**src/rtl/ysyx_25030085_lsu.sv**
```systemverilog
// ----------------------------------------------------------------------------
// ysyx_25030085_lsu -- load/store unit for the single-cycle core.
//
// Accepts one load or store from the core, runs one valid/ready memory
// transaction and then retires it with a one-cycle done pulse. Loads also
// produce a one-cycle write-back pulse {wb_valid, wb_rd, wb_data} carrying
// the sign/zero-extended result for register[rd] (suppressed for rd == 0).
//
// Optional feature macro: LSU_MISALIGN_CHECK_EN
//   defined   : misaligned half/word ops issue no memory request and retire
//               with done=1, err=1, wb_valid=0.
//   undefined : low address bits are ignored per the lane rules; err stays 0.
//
// Parameters
//   ADDR_W         memory address width (<= 32)
// Ports
//   clk, rst       clock; asynchronous active-low reset (0 = reset)
//   req_*          core request: valid/ready, is_store, funct3, addr, wdata, rd
//   mem_req_*      memory request: valid/ready, we, addr (word aligned),
//                  wdata (lane replicated), wmask (0 for loads)
//   mem_rsp_valid  response/ack for the outstanding request, mem_rdata raw word
//   wb_valid/rd/data  load write-back pulse
//   done, err      retire pulse and misaligned-op flag (pulses with done)
// ----------------------------------------------------------------------------
module ysyx_25030085_lsu #(
  parameter int ADDR_W = 32
) (
  input  logic              clk,
  input  logic              rst,
  input  logic              req_valid,
  output logic              req_ready,
  input  logic              req_is_store,
  input  logic [2:0]        req_funct3,
  input  logic [31:0]       req_addr,
  input  logic [31:0]       req_wdata,
  input  logic [4:0]        req_rd,
  output logic              mem_req_valid,
  input  logic              mem_req_ready,
  output logic              mem_we,
  output logic [ADDR_W-1:0] mem_addr,
  output logic [31:0]       mem_wdata,
  output logic [3:0]        mem_wmask,
  input  logic              mem_rsp_valid,
  input  logic [31:0]       mem_rdata,
  output logic              wb_valid,
  output logic [4:0]        wb_rd,
  output logic [31:0]       wb_data,
  output logic              done,
  output logic              err
);

  typedef enum logic [1:0] {
    S_IDLE,
    S_REQ,
    S_WAIT,
    S_RESP
  } state_t;

  state_t      state;

  // Operation fields captured on the accept edge.
  logic        st_q;
  logic [2:0]  f3_q;
  logic [1:0]  off_q;
  logic [4:0]  rd_q;
  logic        mis_q;

  // Request-side decode (valid only while in IDLE).
  logic [1:0]  req_off;
  logic        req_is_byte;
  logic        req_is_half;
  logic [3:0]  st_mask;
  logic [31:0] st_wdata;
  logic        req_misalign;

  // Response-side extraction.
  logic [7:0]  ld_byte;
  logic [15:0] ld_half;
  logic [31:0] ld_value;

  assign req_ready = (state == S_IDLE);
  assign req_off   = req_addr[1:0];

  // Access size: byte/half encodings differ between loads (LBU/LHU) and
  // stores; every unused encoding falls through to a full word.
  assign req_is_byte = (req_funct3 == 3'b000) || (!req_is_store && req_funct3 == 3'b100);
  assign req_is_half = (req_funct3 == 3'b001) || (!req_is_store && req_funct3 == 3'b101);

  // NOTE: every signal written in always_comb gets a default first, so no
  // path through the block can leave it unassigned and infer a latch.
  always_comb begin
    st_mask  = 4'b1111;
    st_wdata = req_wdata;
    if (req_is_byte) begin
      st_mask  = 4'b0001 << req_off;
      st_wdata = {4{req_wdata[7:0]}};
    end else if (req_is_half) begin
      st_mask  = 4'b0011 << {req_off[1], 1'b0};
      st_wdata = {2{req_wdata[15:0]}};
    end
  end

`ifdef LSU_MISALIGN_CHECK_EN
  assign req_misalign = req_is_half ? req_off[0] : (!req_is_byte && (req_off != 2'b00));
`else
  assign req_misalign = 1'b0;
`endif

  // Byte lane a sits at bits [8a +: 8]; the half-word lane is picked by a[1].
  assign ld_byte = mem_rdata[{off_q, 3'b000} +: 8];
  assign ld_half = mem_rdata[{off_q[1], 4'b0000} +: 16];

  always_comb begin
    ld_value = mem_rdata;
    case (f3_q)
      3'b000:  ld_value = {{24{ld_byte[7]}}, ld_byte};
      3'b001:  ld_value = {{16{ld_half[15]}}, ld_half};
      3'b100:  ld_value = {24'd0, ld_byte};
      3'b101:  ld_value = {16'd0, ld_half};
      default: ld_value = mem_rdata;
    endcase
  end

  // NOTE: sequential state uses non-blocking assignments only, so every
  // flop samples pre-edge values regardless of statement order.
  always_ff @(posedge clk or negedge rst) begin
    if (!rst) begin
      state         <= S_IDLE;
      st_q          <= 1'b0;
      f3_q          <= 3'b000;
      off_q         <= 2'b00;
      rd_q          <= 5'd0;
      mis_q         <= 1'b0;
      mem_req_valid <= 1'b0;
      mem_we        <= 1'b0;
      mem_addr      <= '0;
      mem_wdata     <= 32'd0;
      mem_wmask     <= 4'b0000;
      wb_valid      <= 1'b0;
      wb_rd         <= 5'd0;
      wb_data       <= 32'd0;
      done          <= 1'b0;
      err           <= 1'b0;
    end else begin
      // Retire outputs are single-cycle pulses.
      wb_valid <= 1'b0;
      done     <= 1'b0;
      err      <= 1'b0;

      case (state)
        S_IDLE: begin
          if (req_valid) begin
            st_q          <= req_is_store;
            f3_q          <= req_funct3;
            off_q         <= req_off;
            rd_q          <= req_rd;
            mis_q         <= req_misalign;
            mem_we        <= req_is_store;
            mem_addr      <= {req_addr[ADDR_W-1:2], 2'b00};
            mem_wdata     <= req_is_store ? st_wdata : 32'd0;
            mem_wmask     <= req_is_store ? st_mask : 4'b0000;
            // A misaligned op never shows a request to memory.
            mem_req_valid <= !req_misalign;
            state         <= S_REQ;
          end
        end

        S_REQ: begin
          if (mis_q) begin
            done  <= 1'b1;
            err   <= 1'b1;
            state <= S_RESP;
          end else if (mem_req_ready) begin
            mem_req_valid <= 1'b0;
            state         <= S_WAIT;
          end
        end

        S_WAIT: begin
          if (mem_rsp_valid) begin
            done  <= 1'b1;
            state <= S_RESP;
            if (!st_q) begin
              wb_valid <= (rd_q != 5'd0);
              wb_rd    <= rd_q;
              wb_data  <= ld_value;
            end
          end
        end

        default: begin
          state <= S_IDLE;
        end
      endcase
    end
  end

endmodule

```
**config.mk**
```make
export PLATFORM = sky130hd
export DESIGN_NAME = ysyx_25030085_lsu
export DESIGN_NICKNAME = d
export VERILOG_FILES = /design/src/rtl/ysyx_25030085_lsu.sv
export SDC_FILE = /design/constraint.sdc
export NUM_CORES = 1
export LEC_CHECK = 0
export BUFFER_PORTS_ARGS = -buffer_cell sky130_fd_sc_hd__clkbuf_2
export CAP_MARGIN = 0
export CORE_ASPECT_RATIO = 1.25
export CORE_UTILIZATION = 44
export CTS_CLUSTER_SIZE = 16
export DETAILED_ROUTE_END_ITERATION = 10
export GPL_TIMING_DRIVEN = 0
export PLACE_DENSITY = 0.86
export SYNTH_ARGS = -nofsm -noshare
export SYNTH_HDL_FRONTEND = slang
export SYNTH_SLANG_ARGS = --single-unit
export TNS_END_PERCENT = 50
```
**constraint.sdc**
```tcl
create_clock -name clk -period 1.6 [get_ports clk]
set_input_delay 0.16 -clock clk [delete_from_list [all_inputs] [get_ports clk]]
set_output_delay 0.16 -clock clk [all_outputs]
set_load 0.05 [all_outputs]
```
==> key figures <==
Hold path
  – Worst min path class: in -> reg
  – Terminating pin of the worst hold path: mem_addr[11]
  – Hold-critical path depth: 2
  – Worst hold path startpoint: req_addr[11]

Critical path
  – Worst Setup Path Type: reg -> reg
  – R2R depth: 5
  – Startpoint of the worst register-to-register path: off_q[1]
  – Data arrival at the endpoint of the critical path: 1.98 ns
  – Startpoint type of the worst setup path: flop
  – Type of destination of the critical path: flop
  – Reg2reg end: wb_data[12]
  – Maximum fanout along the worst path: 7
  – Setup slack, reg-to-reg: -0.09 ns
  – Required arrival time at the worst endpoint: 1.89 ns

Place
  – Detailed Place HPWL: 11.5 mm
  – PortBufs: 217
  – Final weighted congestion of routability-driven global placement: 0.868
  – Post-Place Cell Area: 0.00670 mm2

STA
  – Highest attainable clock frequency: 0.591 GHz
  – Worst Setup Slack, final: -0.0910 ns
  – Final worst hold slack: 0.00551 ns
  – Final worst path period need: 1.69 ns
  – Setup total negative slack: -0.651 ns
  – Period Utilization, post-route: 1.06
  – Final setup violating endpoints: 10
  – Slew at the pin closest to its max-slew limit: 0.531 ns
  – Worst clock skew: 0.00529 ns
  – Unrepaired setup endpoints after global routing: yes
  – Worst slew margin relative to its limit: 0.646
  – Final number of max-transition violations: 0
  – Fin. Hold Viols: 0

Layout
  – Final Net Count: 896
  – Layout Utilization: 0.688
  – FILL cells: 875
  – Post-route design area: a little over 0.008 mm2
  – P&R area growth vs syn: 50.9%
  – Number of antenna cells inserted: 0
  – Share of final-layout standard cells stronger than drive strength 1: 0.500

Pwr
  – Total power consumption of the routed design: around 20000 uW
  – Leakage power figure: approximately 0.0039 uW
  – Cell Pwr Density: 2430 mW/mm2
  – Worst IR Drop VDD: 1.28 mV

Drt
  – Initial DRC Count: 210
  – Routed via count: 5106
  – Detailed Route WL: between 15 and 20 mm
  – Antenna viol nets, final: 0
  – Number of vias per cell after detailed routing: around 5.3
  – Final routed DRC violation total: 0
  – Number of search-and-repair iterations in the first detailed-routing pass: 4
  – Wire length per cell after detailed routing: between 15 and 20 um

Floorplanning
  – Number of placement rows: 44
  – I/O pin count: 221
  – Die X-Extent: 101 um
  – Die area: between 0.01 and 0.015 mm2
  – Starting utilization of the core area: 0.456
  – Height of the die: about 130 um
  – Core area: about 0.012 mm2

Yosys
  – Register area share after synthesis: 0.557
  – Synth top cells by count: dfrtp_1 (119), nand2_1 (89), o21ai_0 (49), mux2_2 (46), a21oi_1 (43)
  – Count of unique library cells instantiated by Yosys: 38
  – Total of warnings raised by yosys: 0
  – Cell area after synthesis: about 0.0053 mm2
  – Dominant cell by count in the synthesized netlist: dfrtp_1
  – Top cell type's share of synthesized area: 0.557
  – Flop and latch count out of synthesis: 119
  – Syn avg cell area: between 10 and 15 um2
  – Number of enable flip-flop cells after synthesis: 0
  – Instance count of the mapped netlist: 501
  – Async SR Flop Fraction: 1.00
  – Area leader, netlist: dfrtp_1
  – Synth area leaders: dfrtp_1 (56%), mux2_2 (9.7%), nand2_1 (6.3%)
  – Commonest register cell after synthesis: dfrtp_1

Global route
  – Total congestion overflow: 0
  – Total global routing track utilization: 0.265
  – Wire length of the first global-routing pass: 25.5 mm
  – Antenna violations before repair: 0
  – Vias in the first global route: 5185
  – Largest net degree at the start of global routing: 111

Clocking
  – Number of clock sinks: 119
  – CTS tree: built
  – TritonCTS Buffers: 17
  – Clk pin slew, worst setup/hold paths: 0.06 ns
  – Insertion delay of the later-clocked pin in the worst-skew pair: 0.41 ns
  – Number of buffers between clock root and the deepest sink: 2
  – H-tree depth: 4
  – Root Buffer: clkbuf_16

Run status
  – Status: finished with violations
  – Violated checks: setup timing

Run
  – Max-cap check violation count: 0
## flip-flops by register name, summed over array words and instances, names as in the netlist, 2 cells and up
register	cells
mem_addr	30
rd_q	5
wb_data	32
state	2
wb_rd	5
off_q	2
mem_wdata	32
mem_wmask	4
f3_q	3
## cells by family after synthesis
family                     count (synthesis)  share of synthesized area
and+or+nand+nor                          126                     0.0957
DFF                                      119                      0.557
AOI/OAI and AO/OA                        136                      0.155
other                                      1                   0.000702
muxes                                     72                      0.148
adders and majority gates                  3                    0.00702
buffers and inverters                     44                     0.0360
## power by group
group	leakage, uW	internal (uW)	switching, uW
registers	0.00146	4470	981
clock network	0.000274	2170	1490
logic	0.00221	2900	7570
## stage by stage
step           setup WS (ns)  cells
2_1_floorplan        -0.0720    503
3_3_place_gp           -1.61    881
3_5_place_dp          -0.431    882
4_1_cts              -0.0573    951
5_1_grt               -0.142    957
6_report             -0.0910    957
## critical path: stages (launching register included)
cell and delay, ns:
dfrtp_1 0.33, buf_6 0.11, mux4_2 0.55, a2111oi_4 0.33
buf_6 0.19, a21oi_1 0.05
## layer usage
layer / vias up / track usage / wire length (um)
met4: 0 / 0.146 / 668
li1: 2344 / - / -
met3: 57 / 0.0615 / 959
met5: - / 0 / 0
met1: 2456 / 0.294 / 6220
met2: 249 / 0.461 / 8800
## cells in the final DEF (no fill, tap or decap), types with 4 or more instances in the layout
cell type,netlist,layout
a211oi_1,7,6
a21oi_1,43,11
a21oi_2,0,31
a22o_1,4,4
buf_2,7,11
buf_4,3,10
buf_6,1,7
clkbuf_16,0,17
clkbuf_2,0,219
clkbuf_4,0,8
dfrtp_1,119,117
dlygate4sd3_1,0,35
inv_1,6,4
inv_6,0,4
mux2_2,46,46
mux2i_1,25,25
nand2_1,89,86
nor2_1,20,19
nor2b_1,6,5
o21ai_0,49,49
o221ai_1,8,8
o22ai_1,8,7
o31ai_2,1,4
## area by class of cell
cell class                 instances  area, um2  area share
clock inverter                    15        146      0.0182
inverter                           7       26.3     0.00326
timing repair buffer             263       1570       0.194
tap                              161        201      0.0250
sequential                       119       2980       0.370
clock buffer                      17        425      0.0527
multi-input combinational        340       2470       0.307
buffer                            35        246      0.0306
## how the worst max path moves through the flow
stage | from | to | slack, ns | depth (start not counted)
2_1_floorplan | state[0] | wb_data[8] | -0.07 | 7
4_1_cts | off_q[1] | wb_data[12] | -0.06 | 5
3_5_place_dp | state[0] | wb_data[16] | -0.43 | 7
6_report | off_q[1] | wb_data[12] | -0.09 | 5
3_3_place_gp | rst | st_q | -1.61 | 1
5_1_grt | off_q[1] | wb_data[12] | -0.14 | 5
## what timing repair did
action,CTS,global route
buffers inserted,6,2
pin swaps,3,2
setup endpoints to repair,114,103
gates cloned,1,1
endpoints found under the hold margin,150,3
resized for setup,58,56
hold buffers,32,3
No activity file was read; power rests on OpenSTA's default activity.
